<file path="config.mk">
export PLATFORM = sky130hd
export DESIGN_NAME = hex_display_ctrl
export DESIGN_NICKNAME = d
export VERILOG_FILES = /design/src/rtl/hex_display_ctrl.sv
export SDC_FILE = /design/constraint.sdc
export NUM_CORES = 1
export LEC_CHECK = 0
export ABC_AREA = 1
export ABC_CLOCK_PERIOD_IN_PS = 3900
export BUFFER_PORTS_ARGS = -buffer_cell sky130_fd_sc_hd__buf_2
export CAP_MARGIN = 10
export CORE_MARGIN = 5
export CORE_UTILIZATION = 61
export DETAILED_ROUTE_END_ITERATION = 10
export PLACE_DENSITY = 0.86
export SETUP_SLACK_MARGIN = 0.15
export SYNTH_ARGS = -nofsm -noshare
export SYNTH_HDL_FRONTEND = slang
export SYNTH_SLANG_ARGS = --single-unit
</file>
<file path="constraint.sdc">
create_clock -name clk -period 3.9 [get_ports clk]
set_input_delay 0.195 -clock clk [delete_from_list [all_inputs] [get_ports clk]]
set_output_delay 0.195 -clock clk [all_outputs]
set_load 0.005 [all_outputs]
</file>
<file path="src/rtl/hex_display_ctrl.sv">
// Avalon-MM slave driving NUM_DIGITS active-low 7-segment digits with enable, hex decode and blink.
// Define HEX_RAW_MODE_EN to add RAW_SEL (address 4) and per-digit raw segment registers (addresses 8+i).
module hex_display_ctrl #(
  parameter int unsigned NUM_DIGITS = 6,
  parameter int unsigned BLINK_DIV  = 25_000_000
) (
  input  logic                    clk,
  input  logic                    rst_n,
  input  logic [3:0]              address,
  input  logic                    read,
  input  logic                    write,
  input  logic [31:0]             writedata,
  output logic [31:0]             readdata,
  output logic                    waitrequest,
  output logic [7*NUM_DIGITS-1:0] hex_out,
  output logic                    blink_phase
);

  localparam int unsigned VAL_W = 4 * NUM_DIGITS;
  localparam int unsigned HEX_W = 7 * NUM_DIGITS;
  localparam int unsigned CNT_W = $clog2(BLINK_DIV);

  localparam logic [3:0] A_VALUE  = 4'd0;
  localparam logic [3:0] A_ENABLE = 4'd1;
  localparam logic [3:0] A_BLINK  = 4'd2;
  localparam logic [3:0] A_STATUS = 4'd3;
`ifdef HEX_RAW_MODE_EN
  localparam logic [3:0] A_RAWSEL = 4'd4;
  localparam int unsigned A_RAW0  = 8;
`endif

  typedef enum logic {
    S_IDLE = 1'b0,
    S_RESP = 1'b1
  } state_e;

  state_e                  state_q;
  logic [31:0]             readdata_q;
  logic [VAL_W-1:0]        value_q, value_d;
  logic [NUM_DIGITS-1:0]   enable_q, enable_d;
  logic [NUM_DIGITS-1:0]   blink_q, blink_d;
  logic [CNT_W-1:0]        cnt_q, cnt_d;
  logic                    phase_q, phase_d;
  logic [HEX_W-1:0]        hex_q, hex_d;
  logic [31:0]             rdata_c;
  logic                    rd_start_c;
  logic                    unused_wdata_c;
`ifdef HEX_RAW_MODE_EN
  logic [NUM_DIGITS-1:0]   raw_sel_q, raw_sel_d;
  logic [6:0]              raw_q [NUM_DIGITS];
  logic [6:0]              raw_d [NUM_DIGITS];
`endif

  // Hex digit to active-low segments, bit 6 = g ... bit 0 = a.
  function automatic logic [6:0] seg_decode(input logic [3:0] n);
    logic [6:0] s;
    case (n)
      4'h0: s = 7'b1000000;
      4'h1: s = 7'b1111001;
      4'h2: s = 7'b0100100;
      4'h3: s = 7'b0110000;
      4'h4: s = 7'b0011001;
      4'h5: s = 7'b0010010;
      4'h6: s = 7'b0000010;
      4'h7: s = 7'b1111000;
      4'h8: s = 7'b0000000;
      4'h9: s = 7'b0010000;
      4'hA: s = 7'b0001000;
      4'hB: s = 7'b0000011;
      4'hC: s = 7'b1000110;
      4'hD: s = 7'b0100001;
      4'hE: s = 7'b0000110;
      default: s = 7'b0001110;
    endcase
    return s;
  endfunction

  assign unused_wdata_c = ^writedata;

  // A read is only accepted from IDLE and only when no write competes with it.
  assign rd_start_c  = (state_q == S_IDLE) && read && !write;
  assign waitrequest = rst_n && rd_start_c;
  assign readdata    = readdata_q;
  assign hex_out     = hex_q;
  assign blink_phase = phase_q;

  always_comb begin
    rdata_c = '0;
    case (address)
      A_VALUE:  rdata_c = 32'(value_q);
      A_ENABLE: rdata_c = 32'(enable_q);
      A_BLINK:  rdata_c = 32'(blink_q);
      A_STATUS: begin
        rdata_c[0]    = phase_q;
        rdata_c[11:8] = 4'(NUM_DIGITS);
      end
`ifdef HEX_RAW_MODE_EN
      A_RAWSEL: rdata_c = 32'(raw_sel_q);
`endif
      default: rdata_c = '0;
    endcase
`ifdef HEX_RAW_MODE_EN
    for (int unsigned i = 0; i < NUM_DIGITS; i++) begin
      if (address == 4'(A_RAW0 + i)) rdata_c = 32'(raw_q[i]);
    end
`endif
  end

  always_comb begin
    value_d  = value_q;
    enable_d = enable_q;
    blink_d  = blink_q;
    cnt_d    = cnt_q;
    phase_d  = phase_q;
`ifdef HEX_RAW_MODE_EN
    raw_sel_d = raw_sel_q;
    raw_d     = raw_q;
`endif
    if (write) begin
      case (address)
        A_VALUE:  value_d  = writedata[VAL_W-1:0];
        A_ENABLE: enable_d = writedata[NUM_DIGITS-1:0];
        A_BLINK:  blink_d  = writedata[NUM_DIGITS-1:0];
`ifdef HEX_RAW_MODE_EN
        A_RAWSEL: raw_sel_d = writedata[NUM_DIGITS-1:0];
`endif
        default: ;
      endcase
`ifdef HEX_RAW_MODE_EN
      for (int unsigned i = 0; i < NUM_DIGITS; i++) begin
        if (address == 4'(A_RAW0 + i)) raw_d[i] = writedata[6:0];
      end
`endif
    end
    // Restarting the timebase on a BLINK write keeps newly blinking digits visible first.
    if (write && address == A_BLINK) begin
      cnt_d   = '0;
      phase_d = 1'b0;
    end else if (cnt_q == CNT_W'(BLINK_DIV - 1)) begin
      cnt_d   = '0;
      phase_d = ~phase_q;
    end else begin
      cnt_d = cnt_q + CNT_W'(1);
    end
  end

  // Per-digit priority: disabled, then blank-by-blink, then the selected pattern.
  always_comb begin
    hex_d = '1;
    for (int unsigned i = 0; i < NUM_DIGITS; i++) begin
      if (enable_q[i] && !(blink_q[i] && phase_q)) begin
`ifdef HEX_RAW_MODE_EN
        hex_d[7*i +: 7] = raw_sel_q[i] ? raw_q[i] : seg_decode(value_q[4*i +: 4]);
`else
        hex_d[7*i +: 7] = seg_decode(value_q[4*i +: 4]);
`endif
      end
    end
  end

  always_ff @(posedge clk or negedge rst_n) begin
    if (!rst_n) begin
      value_q  <= '0;
      enable_q <= '0;
      blink_q  <= '0;
      cnt_q    <= '0;
      phase_q  <= 1'b0;
      hex_q    <= '1;
`ifdef HEX_RAW_MODE_EN
      raw_sel_q <= '0;
      for (int unsigned i = 0; i < NUM_DIGITS; i++) raw_q[i] <= 7'h7F;
`endif
    end else begin
      value_q  <= value_d;
      enable_q <= enable_d;
      blink_q  <= blink_d;
      cnt_q    <= cnt_d;
      phase_q  <= phase_d;
      hex_q    <= hex_d;
`ifdef HEX_RAW_MODE_EN
      raw_sel_q <= raw_sel_d;
      for (int unsigned i = 0; i < NUM_DIGITS; i++) raw_q[i] <= raw_d[i];
`endif
    end
  end

  // Read FSM: capture in IDLE, present data for one RESP cycle.
  always_ff @(posedge clk or negedge rst_n) begin
    if (!rst_n) begin
      state_q    <= S_IDLE;
      readdata_q <= '0;
    end else begin
      case (state_q)
        S_IDLE: begin
          if (rd_start_c) begin
            readdata_q <= rdata_c;
            state_q    <= S_RESP;
          end
        end
        S_RESP:  state_q <= S_IDLE;
        default: state_q <= S_IDLE;
      endcase
    end
  end

endmodule

</file>
; Yosys cells after proc, flatten, opt, wreduce, memory -nomap -nowiden
; Memory sizes are Yosys's and may differ from the RTL's.
; Index checks and enable logic that the tools add are counted.
[word_totals]
register_bits = 137
romBits = 672
word_cells = 66
mem_count = 6
[op_classes]
add_sub_neg = 1
eq_ne = 4
n_mux = 16
bitwise = 2
n_reduce_logical = 29
[mem_list]
columns = memory, words, width, rd, rd_ports_with_merged_regs, wr, line
row1 = (no name shown), 16, 7, 1, 0, 0, 57  ; case (n)
row2 = (no name shown), 16, 7, 1, 0, 0, 57
row3 = (no name shown), 16, 7, 1, 0, 0, 57
row4 = (no name shown), 16, 7, 1, 0, 0, 57
row5 = (no name shown), 16, 7, 1, 0, 0, 57
row6 = (no name shown), 16, 7, 1, 0, 0, 57
[op_table]
columns = op, count
row1 = $mux 25, 2
row2 = $mux 7, 6
row3 = $add 25x1->25 const B, 1
row4 = $eq 25x25->1 const B, 1
row5 = $pmux 7 s3, 1
row6 = $logic_and 1x1->1, 16
row7 = $mux 12, 1
row8 = $eq 4x2->1 const B, 2
row9 = $pmux 4 s2, 1
row10 = $reduce_and 2->1, 4
row11 = $logic_not 1->1, 7
row12 = $eq 4x1->1 const B, 1
row13 = $logic_not 4->1, 1
row14 = $pmux 1 s4, 1
row15 = $mux 1, 3
row16 = $not 1->1, 2
row17 = $pmux 1 s2, 1
row18 = $reduce_bool 2->1, 1

; Longest topological paths before layout
; Gate-level depths: netlist of the first run.
[depth]
depth_word = 5
mapped_depth = 9
ltp_nobuf = 9

; Least setup slack after synthesis of the first run
; OpenSTA, ideal clock, no wires.
[synth_path]
path_kind = reg2reg
start = reg cnt_q[0]
end = reg cnt_q[16]
setup_ns = 0.119
arrival_ns = 1.295
required_time_ns = 3.781
slack_ns = 2.486
stages_incl_launch_ff = 8
path_cell_list = dfrtp_1 ha_1 nand2_1 nor2_2 nand3_1 o21ai_1 buf_4 nor2_1
[synth_between]
elab_chain_cells = 3
[synth_rtl]
columns = item, line
row1 = start: declaration, 42  ; logic [CNT_W-1:0] cnt_q, cnt_d;
row2 = start signal: assignment, 177  ; cnt_q <= cnt_d;
row3 = $add 25x1->25 or $eq 25x25->1 (tied branches), "143, 139"
row4 = $mux 25 (*), 139  ; end else if (cnt_q == CNT_W'(BLINK_DIV - 1)) begin
row5 = $mux 25 (*), 136  ; if (write && address == A_BLINK) begin
row6 = via cnt_d[16], 42
; The timed path passes the listed nets; every way through them passes the cells marked *.
; A chain may end at the register's enable or synchronous reset.

; Final worst setup path of the first run
[layout_path]
start = reg cnt_q[0]
end = reg phase_q (netlist: blink_phase)
[layout_between]
elab_chain_cells = 2
[layout_rtl]
columns = item, line
row1 = $eq 25x25->1, 139
row2 = $reduce_bool 2->1 (no source line), -
row3 = end signal: assignment, 178  ; phase_q <= phase_d;
row4 = end: declaration, 43  ; logic phase_q, phase_d;
; Every way passes these cells.

==> qor.txt, run 1 <==
1st-pass router iterations - 8
DRC - 0
pre-CTS setup slack - 1.69 ns
TritonCTS Buffers - 17
clock root buffer - clkbuf_8
sequential area share after synthesis - 0.495
Yosys top cell area share - 0.328
FF-to-FF setup slack - 1.83 ns
status - finished, final reports clean
CTS tree - yes
worst hold margin - 0.0837 ns
Final Hold Vio Count - 0
Pleak - 3.77 nW
CP required - 4.27 ns
count of flip-flops with a built-in enable after synthesis - 0
Die H - 114 µm
Tightest Hold Check Type - primary input to register
cell area after layout - 0.00800 mm²
synth warn - 0
Die Wd - 114 µm
Worst Clk Skew - 0.00540 ns
PortBufs - 99
reg2reg end - blink_phase
clk sink count - 129
maximum vdd drop - 0.259 mV
GP Congestion - 0.907
Crit. End Element - register
layout cells sized above 1 - 0.229
RSZ-0062 raised after global routing - false
P per Cell Area - 539 mW/mm²
post-cts gate resize count - 0
cells after synthesis - 765
Detailed Place HPWL - 10.7 mm
WS Path Type - register to register
nets@finish - 965
Max Cap Violations - 0
Netlist Area Pre-Place - 0.00663 mm²
GR Util All Layers - 0.248
minimum clock period after layout - 2.07 ns
die area - 0.0131 mm²
Slew @ Worst Pin - 1.14 ns
worst r2r src - cnt_q[0]
maximum level of the CTS H-tree - 4
Area contributors post-synth - dfrtp_1 (33%), dfstp_2 (17%), nand2_1 (10%)
Final WS setup - 1.83 ns
final core utilization - 0.744
Max Buffers Root-to-Sink - 2
Slew Viols, Final - 0
Rows - 38
drt wl/cell - 15.0 µm
Main synth FF type - dfrtp_1
worst hold path endpoint - readdata[10]
Worst EP arrival - 2.45 ns
ant diodes - 0
Worst Setup Start Kind - register
largest net degree at the start of global routing - 50
post-synth cell types - 37
async set-reset flop share out of synthesis - 1.00
number of synthesized register bits - 129
Critical Path Max Stage Delay - 0.71 ns
Clk pin slew, worst setup/hold paths - 0.06 ns
vias in the first global route - 5513
Hold Buf Count CTS - 25
Antenna Nets Post-Route - 0
Final Non-Filler Cells - 1041
Critical-path top delay cell - o21ai_1
Post-DP Area - 0.00717 mm²
first-pass GRT wire length - 25.8 mm
Hold Path Cell Cnt - 4
initial DRC count - 464
Worst Reg-to-Reg Cells - 6
Pwr Total - 4.31 mW
Fmax achieved - 482 MHz
Vias/cell - 5.45
Starting Density - 0.617
Core ar. - 0.0107 mm²
syn avg cell area - 8.67 µm²
Layout area overhead - 20.6%
Finish-stage setup viols - 0
hold_sp - address[0]
drt total wl - 15.6 mm
worst-path fanout max - 12
GRT overflow - 0
I/O pins - 116
crit share post-route - 0.532
placed cells - 984
critical path, cell by cell - ha_1 > nand2_1 > nor2_2 > nand3_1 > o21ai_1 > o21ai_0
Setup Buffers After CTS - 0
initial antenna violation count - 0
relative slew slack - 0.239
routed vias - 5670
Worst-Skew Late Latency - 0.53 ns
leading area contributor after synthesis - dfrtp_1
setup TNS - 0 ns
-- worst max-delay path, delay by kind of cell (launching register included) --
family	cells	cell delay, ns
and+or+nand+nor	3	0.50
DFF	1	0.38
AOI/OAI and AO/OA	2	0.86
adders and majority gates	1	0.18
-- placed cells by master (no fill, tap or decap), drive strengths merged, types with 3 or more instances in the layout --
cell type,instances
a21boi,4
a21oi,29
a31oi,7
buf,102
clkbuf,17
clkinv,11
conb,8
dfrtp,87
dfstp,42
dlygate4sd3,25
ha,37
inv,76
nand2,184
nand3,56
nor2,98
nor3,10
o2111ai,6
o211ai,17
o21ai,45
o311ai,3
o31ai,16
xnor2,6
xor2,8
-- worst max path at each step --
stage	endpoint	slack, ns	cells after the start	start
floorplan	cnt_q[16]	2.49	7	cnt_q[0]
global placement	value_q[6]	1.74	7	address[2]
detailed placement	value_q[18]	1.69	7	address[3]
CTS	blink_phase	1.81	6	cnt_q[0]
global route	blink_phase	1.63	6	cnt_q[0]
finish	blink_phase	1.83	6	cnt_q[0]
-- kinds of logic after synthesis --
kind of cell,Yosys count,synth area share
simple gates,351,0.219
compound gates,127,0.128
buf+inv,106,0.0700
xor+xnor,14,0.0185
other cells,1,0.000565
flops,129,0.495
fa+ha+maj,37,0.0698
-- cell usage after synthesis (all sizes together), types with 3 or more instances --
| cell | number |
|---|---|
| nand2 | 184 |
| nor2 | 98 |
| dfrtp | 87 |
| inv | 72 |
| nand3 | 56 |
| o21ai | 45 |
| dfstp | 42 |
| ha | 37 |
| a21oi | 29 |
| buf | 17 |
| o211ai | 17 |
| o31ai | 16 |
| clkbuf | 13 |
| nor3 | 10 |
| xor2 | 8 |
| a31oi | 7 |
| o2111ai | 6 |
| xnor2 | 6 |
| a21boi | 4 |
| clkinv | 4 |
| o311ai | 3 |
-- state kept, by name, summed over array words and instances (netlist names) --
| name | count |
|---|---|
| state_q | 1 |
| value_q | 24 |
| cnt_q | 25 |
| hex_out | 42 |
| enable_q | 6 |
| blink_q | 6 |
| readdata | 24 |
| blink_phase | 1 |
-- where the power goes --
part           leakage (nW)  switching (mW)  internal (mW)
Clock                 0.279           0.608          0.916
Combinational          1.95           0.552          0.371
Sequential             1.54           0.218           1.65
Total                  3.77            1.38           2.94
-- metal layers --
layer,share of wire,GRT usage,vias up,routed length [µm]
li1,-,-,2739,-
met2,0.51,0.422,210,7930
met5,0,0,-,0
met4,0.026,0.107,0,400
met1,0.41,0.308,2687,6350
met3,0.062,0.0507,34,965
-- cell type report --
class                      count  area [µm²]
inverter                      76         285
fill                         752        2750
sequential                   129        3280
timing repair buffer         127         771
multi-input combinational    537        2910
clock inverter                15         160
tap                          140         175
clock buffer                  17         414
Note: power is estimated with default switching activity, not from simulation.
==> inputs of run 2 (changes only) <==
--- a/config.mk
+++ b/config.mk
@@ -6,13 +6,13 @@
 export NUM_CORES = 1
 export LEC_CHECK = 0
 export ABC_AREA = 1
-export ABC_CLOCK_PERIOD_IN_PS = 3900
+export ABC_CLOCK_PERIOD_IN_PS = 2000
 export BUFFER_PORTS_ARGS = -buffer_cell sky130_fd_sc_hd__buf_2
 export CAP_MARGIN = 10
 export CORE_MARGIN = 5
-export CORE_UTILIZATION = 61
+export CORE_UTILIZATION = 56
 export DETAILED_ROUTE_END_ITERATION = 10
-export PLACE_DENSITY = 0.86
+export PLACE_DENSITY = 0.8
 export SETUP_SLACK_MARGIN = 0.15
 export SYNTH_ARGS = -nofsm -noshare
 export SYNTH_HDL_FRONTEND = slang
==> constraint.sdc (replaced) <==
create_clock -name clk -period 2 [get_ports clk]
set_input_delay 0.1 -clock clk [delete_from_list [all_inputs] [get_ports clk]]
set_output_delay 0.1 -clock clk [all_outputs]
set_load 0.005 [all_outputs]
==> qor.txt, run 2 (synthesis gave the netlist of run 1 again) <==
status - finished, final reports clean (unchanged)
nets@finish - 967 (was 965)
DRC - 0 (unchanged)
Max Buffers Root-to-Sink - 2 (unchanged)
first-pass GRT wire length - 26.4 mm (was 25.8 mm)
maximum level of the CTS H-tree - 4 (unchanged)
power share of the combinational group - 0.211 (was 0.214)
Clk pin slew, worst setup/hold paths - 0.06 ns (about the same)
cell family with the largest share of critical-path delay - simple AND/OR/NAND/NOR gates (was compound AO/OA/AOI/OAI gates)
drt total wl - 15.5 mm (was 15.6 mm)
Detailed Place HPWL - 10.3 mm (was 10.7 mm)
ant diodes - 0 (unchanged)
final core utilization - 0.699 (was 0.744)
Critical Path Max Stage Delay - 0.36 ns (was 0.71 ns)
1st-pass router iterations - 5 (was 8)
relative slew slack - 0.568 (was 0.239)
Worst Setup Start Kind - register (unchanged)
Final Non-Filler Cells - 1045 (was 1041)
Crit. End Element - output port (was register)
TritonCTS Buffers - 17 (unchanged)
Starting Density - 0.576 (was 0.617)
clock root buffer - clkbuf_16 (was clkbuf_8)
Die H - 119 µm (was 114 µm)
CP required - 1.90 ns (was 4.27 ns)
RSZ-0062 raised after global routing - false (unchanged)
placed cells - 992 (was 984)
Rows - 39 (was 38)
worst hold margin - 0.00578 ns (was 0.0837 ns)
CTS tree - yes (unchanged)
GP Congestion - 0.929 (was 0.907)
drt wl/cell - 14.8 µm (was 15.0 µm)
Max Cap Violations - 0 (unchanged)
die area - 0.0141 mm² (was 0.0131 mm²)
most common cell after layout, fill and taps aside - nand2_1 (unchanged)
maximum vdd drop - 0.680 mV (was 0.259 mV)
Worst EP arrival - 1.60 ns (was 2.45 ns)
Critical-path top delay cell - dfrtp_1 (was o21ai_1)
most numerous cell on the critical path - nor2_1
Finish-stage setup viols - 0 (unchanged)
FF-to-FF setup slack - 0.40 ns (was 1.83 ns)
Pleak - 3.80 nW (was 3.77 nW)
PortBufs - 99 (unchanged)
crit share post-route - 0.848
Layout area overhead - 21.5% (was 20.6%)
P per Cell Area - 1060 mW/mm² (was 539 mW/mm²)
I/O pins - 116 (unchanged)
Worst-Skew Late Latency - 0.42 ns (was 0.53 ns)
Int Power - 5.94 mW (was 2.94 mW)
worst-path fanout max - 35 (was 12)
routed vias - 5548 (was 5670)
vias in the first global route - 5411 (was 5513)
GRT overflow - 0 (unchanged)
minimum clock period after layout - 1.70 ns
largest net degree at the start of global routing - 130 (was 50)
Switch Pwr - 2.56 mW (was 1.38 mW)
most frequent cells in the layout - nand2_1 (181), buf_2 (98), nor2_1 (96) (was nand2_1 (182), buf_2 (98), nor2_1 (96))
GR Util All Layers - 0.230 (was 0.248)
Clk network pwr share - 0.360 (was 0.353)
Slew Viols, Final - 0 (unchanged)
Antenna Nets Post-Route - 0 (unchanged)
initial antenna violation count - 0 (unchanged)
register share of total power - 0.429 (was 0.433)
Vias/cell - 5.31 (was 5.45)
Buf+Inv Stages, Crit Path - 2 (was 0)
Worst Clk Skew - 0.00903 ns (was 0.00540 ns)
setup TNS - 0 ns (unchanged)
Fmax achieved - 589 MHz
cell area after layout - 0.00805 mm² (was 0.00800 mm²)
Final Hold Vio Count - 0 (unchanged)
Post-DP Area - 0.00723 mm² (was 0.00717 mm²)
WS Path Type - register to output port (was register to register)
Tightest Hold Check Type - primary input to register (unchanged)
initial DRC count - 375 (was 464)
Slew @ Worst Pin - 0.648 ns (was 1.14 ns)
Fillers - 846 (was 752)
Die Wd - 119 µm (was 114 µm)
max FFs per register - 42 (unchanged)
critical path, cell by cell - nor2_1 > nand2_2 > buf_8 > nor2_1 > buf_2 (was ha_1 > nand2_1 > nor2_2 > nand3_1 > o21ai_1 > o21ai_0)
switch share - 0.301 (was 0.319)
Core ar. - 0.0115 mm² (was 0.0107 mm²)
clk sink count - 129 (unchanged)
layout cells sized above 1 - 0.231 (was 0.229)
## run 2: cell count changes in the layout (fill, tap and decap cells not counted), sizes merged
cell	before	now
clkinvlp	2	1
dlygate4sd3	25	22
clkinv	11	6
clkbuf	17	26
buf	102	107
inv	76	72
## run 2: power groups by stage
stage	Clock, mW	Combinational, mW	Sequential (mW)
floorplan	0	1.19	3.55
global placement	0	1.69	3.64
detailed placement	0	1.73	3.66
CTS	3.10	1.80	3.64
global route	3.23	2.06	3.71
finish	3.06	1.80	3.65
## run 2: timing repair
item / in CTS / in global routing
hold endpoints to repair: 112 / 0
setup buffers: 0 / 0
hold buffers: 22 / 0
gates resized for setup: 1 / 4
setup endpoints to repair: 1 / 11
## run 2: final cells by class
class | instances | area, µm² | share of cell area
Clock buffer | 26 | 509 | 0.0632
Inverter | 76 | 285 | 0.0354
Tap cell | 143 | 179 | 0.0222
Clock inverter | 5 | 77.6 | 0.00963
Sequential cell | 129 | 3280 | 0.407
Timing Repair Buffer | 129 | 798 | 0.0991
Multi-Input combinational cell | 537 | 2920 | 0.363
## run 2: worst paths after layout
path,start,endpoint,cells past startpoint
max in group asynchronous,rst_n,cnt_q[18],3
worst min register to register,readdata[7],readdata[7],2
worst max register to register,cnt_q[0],cnt_q[22],9
worst min-delay path,writedata[3],value_q[3],3
worst max-delay path,state_q,waitrequest,5
min in group asynchronous,rst_n,value_q[7],3
## run 2: metrics by stage
| step | setup slack [ns] | power (mW) |
|---|---|---|
| 4_1_cts | 0.199 | 8.54 |
| 2_1_floorplan | 0.586 | 4.73 |
| 3_3_place_gp | 0.345 | 5.33 |
| 3_5_place_dp | 0.300 | 5.39 |
| 5_1_grt | 0.214 | 9.00 |
| 6_report | 0.303 | 8.50 |
## run 2: tightest hold or removal path: cells and delay by family
kind | cells | cell delay [ns]
AO/OA/AOI/OAI | 1 | 0.15
buffers and inverters | 2 | 0.13
## run 2: per-layer routing
layer	routed length, µm	global-route usage
met1	6760	0.296
met2	7560	0.381
met3	769	0.0498
met4	391	0.0912
met5	0	0
